==> config.mk <==
export PLATFORM = sky130hd
export DESIGN_NAME = msx_bus_event_fifo_flat
export DESIGN_NICKNAME = d
export VERILOG_FILES = /design/src/rtl/msx_bus_event_fifo_if.sv /design/src/rtl/msx_bus_event_fifo.sv /design/src/flat_wrapper.sv
export SDC_FILE = /design/constraint.sdc
export NUM_CORES = 1
export LEC_CHECK = 0
export ABC_AREA = 1
export CAP_MARGIN = 25
export CELL_PAD_IN_SITES_DETAIL_PLACEMENT = 1
export CELL_PAD_IN_SITES_GLOBAL_PLACEMENT = 1
export CORE_MARGIN = 2
export CORE_UTILIZATION = 53
export CTS_CLUSTER_DIAMETER = 150
export CTS_CLUSTER_SIZE = 14
export DETAILED_ROUTE_END_ITERATION = 10
export PLACE_DENSITY = 0.81
export SETUP_SLACK_MARGIN = 0.05
export SLEW_MARGIN = 40
export SYNTH_ARGS = -nofsm -noshare
export SYNTH_HDL_FRONTEND = slang
export SYNTH_SLANG_ARGS = --single-unit
==> constraint.sdc <==
create_clock -name clk -period 7.3 [get_ports clk]
set_clock_uncertainty 0.15 [all_clocks]
set_input_delay 1.46 -clock clk [delete_from_list [all_inputs] [get_ports clk]]
set_output_delay 1.46 -clock clk [all_outputs]
set_load 0.01 [all_outputs]
==> src/rtl/msx_bus_event_fifo_if.sv <==
// MSX cartridge bus plus the Pi-side event port of the capture FIFO.
// The slave modport is the capture block; the master modport is whoever drives the bus and drains events.
interface msx_bus_event_fifo_if #(
  parameter int DEPTH_LOG2 = 4
);
  logic [15:0]         a;
  logic [7:0]          d;
  logic                rd, wr, mreq, iorq, sltsl, m1;
  logic                ev_valid;
  logic [15:0]         ev_addr;
  logic [7:0]          ev_data;
  logic [3:0]          ev_flags;
  logic                ev_pop;
  logic [DEPTH_LOG2:0] count;
  logic                overflow;
  logic                clr_overflow;

  modport slave (
    input  a, d, rd, wr, mreq, iorq, sltsl, m1, ev_pop, clr_overflow,
    output ev_valid, ev_addr, ev_data, ev_flags, count, overflow
  );

  modport master (
    output a, d, rd, wr, mreq, iorq, sltsl, m1, ev_pop, clr_overflow,
    input  ev_valid, ev_addr, ev_data, ev_flags, count, overflow
  );
endinterface

==> src/rtl/msx_bus_event_fifo.sv <==
// Captures each qualified MSX memory/IO access as one event and queues it in a
// first-word-fall-through FIFO for the Pi-side command logic.
module msx_bus_event_fifo #(
  parameter int DEPTH_LOG2  = 4,
  parameter int SYNC_STAGES = 2
) (
  input  logic                  clk,
  input  logic                  reset,
  msx_bus_event_fifo_if.slave   bus
);
  localparam int DEPTH = 1 << DEPTH_LOG2;
  localparam int PW    = DEPTH_LOG2 + 1;
  localparam int SW    = $clog2(SYNC_STAGES + 2);

  typedef struct packed {
    logic [15:0] addr;
    logic [7:0]  data;
    logic [3:0]  flags;
  } ev_t;

  typedef enum logic [1:0] {IDLE, CAPTURE, WAIT_END} state_t;

  // Strobe order within each stage: {m1, sltsl, iorq, mreq, wr, rd}
  logic [SYNC_STAGES-1:0][5:0] sync_q, sync_d;
  logic rd_s, wr_s, mreq_s, iorq_s, sltsl_s, m1_s;
  logic mem_hit, io_hit, act;

  state_t        state_q, state_d;
  logic [SW-1:0] settle_q, settle_d;
  logic [PW-1:0] wr_ptr_q, wr_ptr_d, rd_ptr_q, rd_ptr_d;
  logic          overflow_q, overflow_d;
  logic          lost_q, lost_d;

  ev_t  mem_q [DEPTH];
  ev_t  entry, head;
  logic full, empty, pop_ok, push_req, push_ok, drop;

  always_comb begin
    sync_d    = sync_q;
    sync_d[0] = {bus.m1, bus.sltsl, bus.iorq, bus.mreq, bus.wr, bus.rd};
    for (int i = 1; i < SYNC_STAGES; i++) sync_d[i] = sync_q[i-1];
  end

  assign {m1_s, sltsl_s, iorq_s, mreq_s, wr_s, rd_s} = sync_q[SYNC_STAGES-1];

  assign mem_hit = !mreq_s & !sltsl_s;
  assign io_hit  = !iorq_s & m1_s;
  assign act     = (!rd_s | !wr_s) & (mem_hit | io_hit);

  // After reset the synchronisers still read "deasserted" for a few cycles;
  // a strobe that shows up inside that window was already low at reset release,
  // so it is parked in WAIT_END instead of being captured.
  always_comb begin
    state_d  = state_q;
    settle_d = (settle_q != '0) ? settle_q - SW'(1) : settle_q;
    case (state_q)
      IDLE:     if (act) state_d = (settle_q != '0) ? WAIT_END : CAPTURE;
      CAPTURE:  state_d = WAIT_END;
      WAIT_END: if (rd_s & wr_s) state_d = IDLE;
      default:  state_d = IDLE;
    endcase
  end

  assign full     = (wr_ptr_q[DEPTH_LOG2] != rd_ptr_q[DEPTH_LOG2]) &&
                    (wr_ptr_q[DEPTH_LOG2-1:0] == rd_ptr_q[DEPTH_LOG2-1:0]);
  assign empty    = (wr_ptr_q == rd_ptr_q);
  assign pop_ok   = bus.ev_pop & !empty;
  assign push_req = (state_q == CAPTURE);
  assign push_ok  = push_req & (!full | pop_ok);
  assign drop     = push_req & full & !pop_ok;

  always_comb begin
    entry.addr  = bus.a;
    entry.data  = bus.d;
    entry.flags = {!wr_s, io_hit, !m1_s & mem_hit, lost_q};
  end

  always_comb begin
    wr_ptr_d   = push_ok ? wr_ptr_q + PW'(1) : wr_ptr_q;
    rd_ptr_d   = pop_ok  ? rd_ptr_q + PW'(1) : rd_ptr_q;
    // A drop in the same cycle as a clear keeps the flag set
    overflow_d = drop ? 1'b1 : (bus.clr_overflow ? 1'b0 : overflow_q);
    lost_d     = drop ? 1'b1 : (push_ok ? 1'b0 : lost_q);
  end

  always_ff @(posedge clk or posedge reset) begin
    if (reset) begin
      sync_q     <= '1;
      state_q    <= IDLE;
      settle_q   <= SW'(SYNC_STAGES + 1);
      wr_ptr_q   <= '0;
      rd_ptr_q   <= '0;
      overflow_q <= 1'b0;
      lost_q     <= 1'b0;
    end else begin
      sync_q     <= sync_d;
      state_q    <= state_d;
      settle_q   <= settle_d;
      wr_ptr_q   <= wr_ptr_d;
      rd_ptr_q   <= rd_ptr_d;
      overflow_q <= overflow_d;
      lost_q     <= lost_d;
    end
  end

  // Storage needs no reset: the head is masked whenever the FIFO is empty
  always_ff @(posedge clk) begin
    if (push_ok) mem_q[wr_ptr_q[DEPTH_LOG2-1:0]] <= entry;
  end

  assign head         = mem_q[rd_ptr_q[DEPTH_LOG2-1:0]];
  assign bus.ev_valid = !empty;
  assign bus.ev_addr  = empty ? '0 : head.addr;
  assign bus.ev_data  = empty ? '0 : head.data;
  assign bus.ev_flags = empty ? '0 : head.flags;
  assign bus.count    = wr_ptr_q - rd_ptr_q;
  assign bus.overflow = overflow_q;
endmodule

==> src/flat_wrapper.sv <==
// flat-port wrapper written by rule: the top's interface ports become plain ports
module msx_bus_event_fifo_flat 
#(
  parameter int DEPTH_LOG2  = 4,
  parameter int SYNC_STAGES = 2
)
  (clk, reset, bus_a, bus_d, bus_rd, bus_wr, bus_mreq, bus_iorq, bus_sltsl, bus_m1, bus_ev_pop, bus_clr_overflow, bus_ev_valid, bus_ev_addr, bus_ev_data, bus_ev_flags, bus_count, bus_overflow);
  msx_bus_event_fifo_if #(.DEPTH_LOG2(DEPTH_LOG2)) bus_i ();
  input  logic clk;
  input  logic reset;
  input wire logic [$bits(bus_i.a)-1:0] bus_a;
  input wire logic [$bits(bus_i.d)-1:0] bus_d;
  input wire logic [$bits(bus_i.rd)-1:0] bus_rd;
  input wire logic [$bits(bus_i.wr)-1:0] bus_wr;
  input wire logic [$bits(bus_i.mreq)-1:0] bus_mreq;
  input wire logic [$bits(bus_i.iorq)-1:0] bus_iorq;
  input wire logic [$bits(bus_i.sltsl)-1:0] bus_sltsl;
  input wire logic [$bits(bus_i.m1)-1:0] bus_m1;
  input wire logic [$bits(bus_i.ev_pop)-1:0] bus_ev_pop;
  input wire logic [$bits(bus_i.clr_overflow)-1:0] bus_clr_overflow;
  output wire logic [$bits(bus_i.ev_valid)-1:0] bus_ev_valid;
  output wire logic [$bits(bus_i.ev_addr)-1:0] bus_ev_addr;
  output wire logic [$bits(bus_i.ev_data)-1:0] bus_ev_data;
  output wire logic [$bits(bus_i.ev_flags)-1:0] bus_ev_flags;
  output wire logic [$bits(bus_i.count)-1:0] bus_count;
  output wire logic [$bits(bus_i.overflow)-1:0] bus_overflow;
  assign bus_i.a = bus_a;
  assign bus_i.d = bus_d;
  assign bus_i.rd = bus_rd;
  assign bus_i.wr = bus_wr;
  assign bus_i.mreq = bus_mreq;
  assign bus_i.iorq = bus_iorq;
  assign bus_i.sltsl = bus_sltsl;
  assign bus_i.m1 = bus_m1;
  assign bus_i.ev_pop = bus_ev_pop;
  assign bus_i.clr_overflow = bus_clr_overflow;
  assign bus_ev_valid = bus_i.ev_valid;
  assign bus_ev_addr = bus_i.ev_addr;
  assign bus_ev_data = bus_i.ev_data;
  assign bus_ev_flags = bus_i.ev_flags;
  assign bus_count = bus_i.count;
  assign bus_overflow = bus_i.overflow;
  msx_bus_event_fifo #(.DEPTH_LOG2(DEPTH_LOG2), .SYNC_STAGES(SYNC_STAGES)) u_core (.clk(clk), .reset(reset), .bus(bus_i));
endmodule
==> results.cfg <==
[global_routing]
antenna_found_initial = 0
grt_pass1_vias = 15900
grt_max_degree = 116
track_usage = 0.294
grt_overflow = 0
grt_pass1_wl_mm = 90.2

[worst_setup_path]
r2r_cells = 8
endpoint_kind = output pin
max_stage_delay_ns = 0.88
crit_fanout = 45
crit_chain = inv_4 -> ha_1 -> nand2_1 -> nor2_1 -> inv_1 -> nor2_4 -> buf_16 -> buf_4 -> a21oi_1 -> clkdlybuf4s50_1
required_ns = 5.69
cp.arrival_ns = 4.18
cp-endpoint = bus_ev_addr[6]
timing.rr.end = u_core.mem_q[0][23]
slowest_stage = dfrtp_4
path_class = reg -> out
reg2reg_slack_ns = 2.98
startpoint = u_core.rd_ptr_q[1]
r2r-start = u_core.rd_ptr_q[1]
cp-start-kind = flop

[placement]
dp.cells = 2541
gp_congestion = 0.797
io_buffer_count = 68
dp_hpwl_mm = 33.4
dpl_cell_area_sq_um = 22000

[die]
start_util = 0.536
coreArea_sq_um = 38600
rows = 72
die_h_um = 201
pin_count = 69
die_width_um = 201
dieArea_sq_um = 40600

[sta]
hold_viol_final = 0
fin_setup_tns_ns = 0
report.final.setup_viol = 0
max-slew-margin-rel = 0.457
worst_slew_pin_slew_ns = 0.811
rsz0062_at_grt = no
period_needed_ns = 5.79
final.period_utilization = 0.793
max_freq_ghz = 0.173
finalMaxSlewViolations = 0

[power]
leakagePower_uw = 0.00981
cellInternalPower_uw = 5320
swShare = 0.382
seqPwrFrac = 0.383
p_clk_frac = 0.227
ir_drop_mv = 0.332
power_switching_uw = 3290
power.density_nw_per_um2 = 373
p_comb_frac = 0.390

[synthesis]
synth-seq-cells = 476
syn_area_sq_um = 20700
synthArstFlopShare = 0.0588
synth.top_cell.area_share = 0.651
synth_ff_type = edfxtp_1
ys_seq_area_frac = 0.686
yosysTopAreaCell = edfxtp_1
synthTopCellsByCount = nand2_1, edfxtp_1, inv_1, nand3_1, buf_2
synthCells = 2008
yosys-top-cells-area = edfxtp_1, nand2_1, inv_1
synth_nets = 2053
yosysMostFrequentCell = nand2_1
syn_area_per_cell_sq_um = 10.3
yosysWarnings = 0
synth-edff-count = 448
synth.distinct_cells = 31

[cts]
htree_levels = 2
clk-insertion-delay-late_ns = 0.57
clockRootBuffer = clkbuf_16
numCtsBuffers = 39
clockBufferDepth = 3
cts_tree = done
clock-sinks = 476
cts_setup_buffers = 0
cts_hold_buf = 0
ctsResizeCount = 0
clk_pin_slew_worst_paths_ns = 0.07

[layout]
drive_gt1_frac = 0.0611
nNetsFinal = 2109
utilization = 0.599
stdcell_area_sq_um = 23100
antennaDiodeCount = 0
instances_no_fill = 2596
area.growth.synth_to_final_pct = 11.7

[route]
drcViolationCount = 0
via_per_inst = 5.54
first_pass_iters = 5
ant_nets = 0
drt-initial-drc-count = 1183
routed_wl_mm = 58.4
num_vias = 14400
wire_per_inst_um = 22.5

[run]
cap_viol_max_count = 0

[hold_path]
hold_class = reg -> reg

[status]
status = completed
==> area by class of cell <==
type	instances	area, sq um
Multi-Input combinational cell	1103	4830
Timing Repair Buffer	108	1080
Tap cell	518	648
Clock buffer	55	1080
Sequential cell	476	14200
Fill cell	4184	15500
Inverter	336	1270
==> cell families after synthesis <==
group	after synthesis	synth area share
buf+inv	429	0.0859
xor+xnor	12	0.00581
flops	476	0.686
simple gates	1042	0.206
compound gates	38	0.00957
fa+ha+maj	11	0.00702
==> worst max-delay path: cells and delay by family, from the launching register on <==
family	cells	cell delay (ns)
and+or+nand+nor	3	0.73
buffers and inverters	5	1.43
adders and majority gates	1	0.43
DFF	1	0.88
AOI/OAI and AO/OA	1	0.07
==> placed cells by master (no fill, tap or decap), drive strengths merged, types with 3 or more instances in the layout <==
cell,count
dfstp,14
inv,336
o21ai,5
ha,10
nor3,16
a21oi,31
xor2,9
edfxtp,448
buf,40
dfrtp,14
nand2,782
nor2,9
xnor2,3
clkbuf,55
nand3,233
clkdlybuf4s50,68
==> worst min-delay path by stage <==
stage	end	depth (start not counted)	startpoint	slack, ns
floorplan	u_core.iorq_s	0	u_core.sync_d[9]	0.20
global placement	u_core.mreq_s	0	u_core.sync_d[8]	0.20
detailed placement	u_core.m1_s	0	u_core.sync_d[11]	0.20
CTS	u_core.mreq_s	0	u_core.sync_d[8]	0.21
global route	u_core.sync_q[7]	0	u_core.sync_d[7]	0.21
finish	u_core.m1_s	0	u_core.sync_d[11]	0.21
==> flip-flops by register name, summed over array words and instances, names as in the netlist <==
signal	flops
u_core.lost_q	1
u_core.wr_ptr_q	5
u_core.settle_q	2
u_core.iorq_s	1
u_core.sync_d	6
u_core.bus.overflow	1
u_core.sync_q	1
u_core.state_q	2
u_core.rd_s	1
u_core.m1_s	1
u_core.mreq_s	1
u_core.sltsl_s	1
u_core.mem_q	448
u_core.rd_ptr_q	5
==> metrics by stage <==
step                      hold WS, ns  power, uW  setup WS, ns
after global routing            0.210       9060          1.38
after CTS                       0.208       8640          1.51
after floorplan                 0.195       5320          2.89
after detailed placement        0.198       6660          2.15
after global placement          0.197       6450          1.88
final                           0.206       8610          1.51
==> routing by layer <==
layer / routed length, um / vias to the layer above / track usage
met5: 0 / - / 0
met4: 2280 / 0 / 0.128
met3: 3460 / 164 / 0.0384
met2: 29600 / 502 / 0.509
met1: 23100 / 7233 / 0.373
li1: - / 6493 / -
==> power groups by stage <==
stage	registers (uW)	clock network, uW	logic (uW)
after floorplan	3240	0	2080
after global placement	3340	0	3110
after detailed placement	3350	0	3310
after CTS	3290	1980	3370
after global routing	3300	2070	3690
final	3300	1950	3360
(Power assumes the default switching activity.)
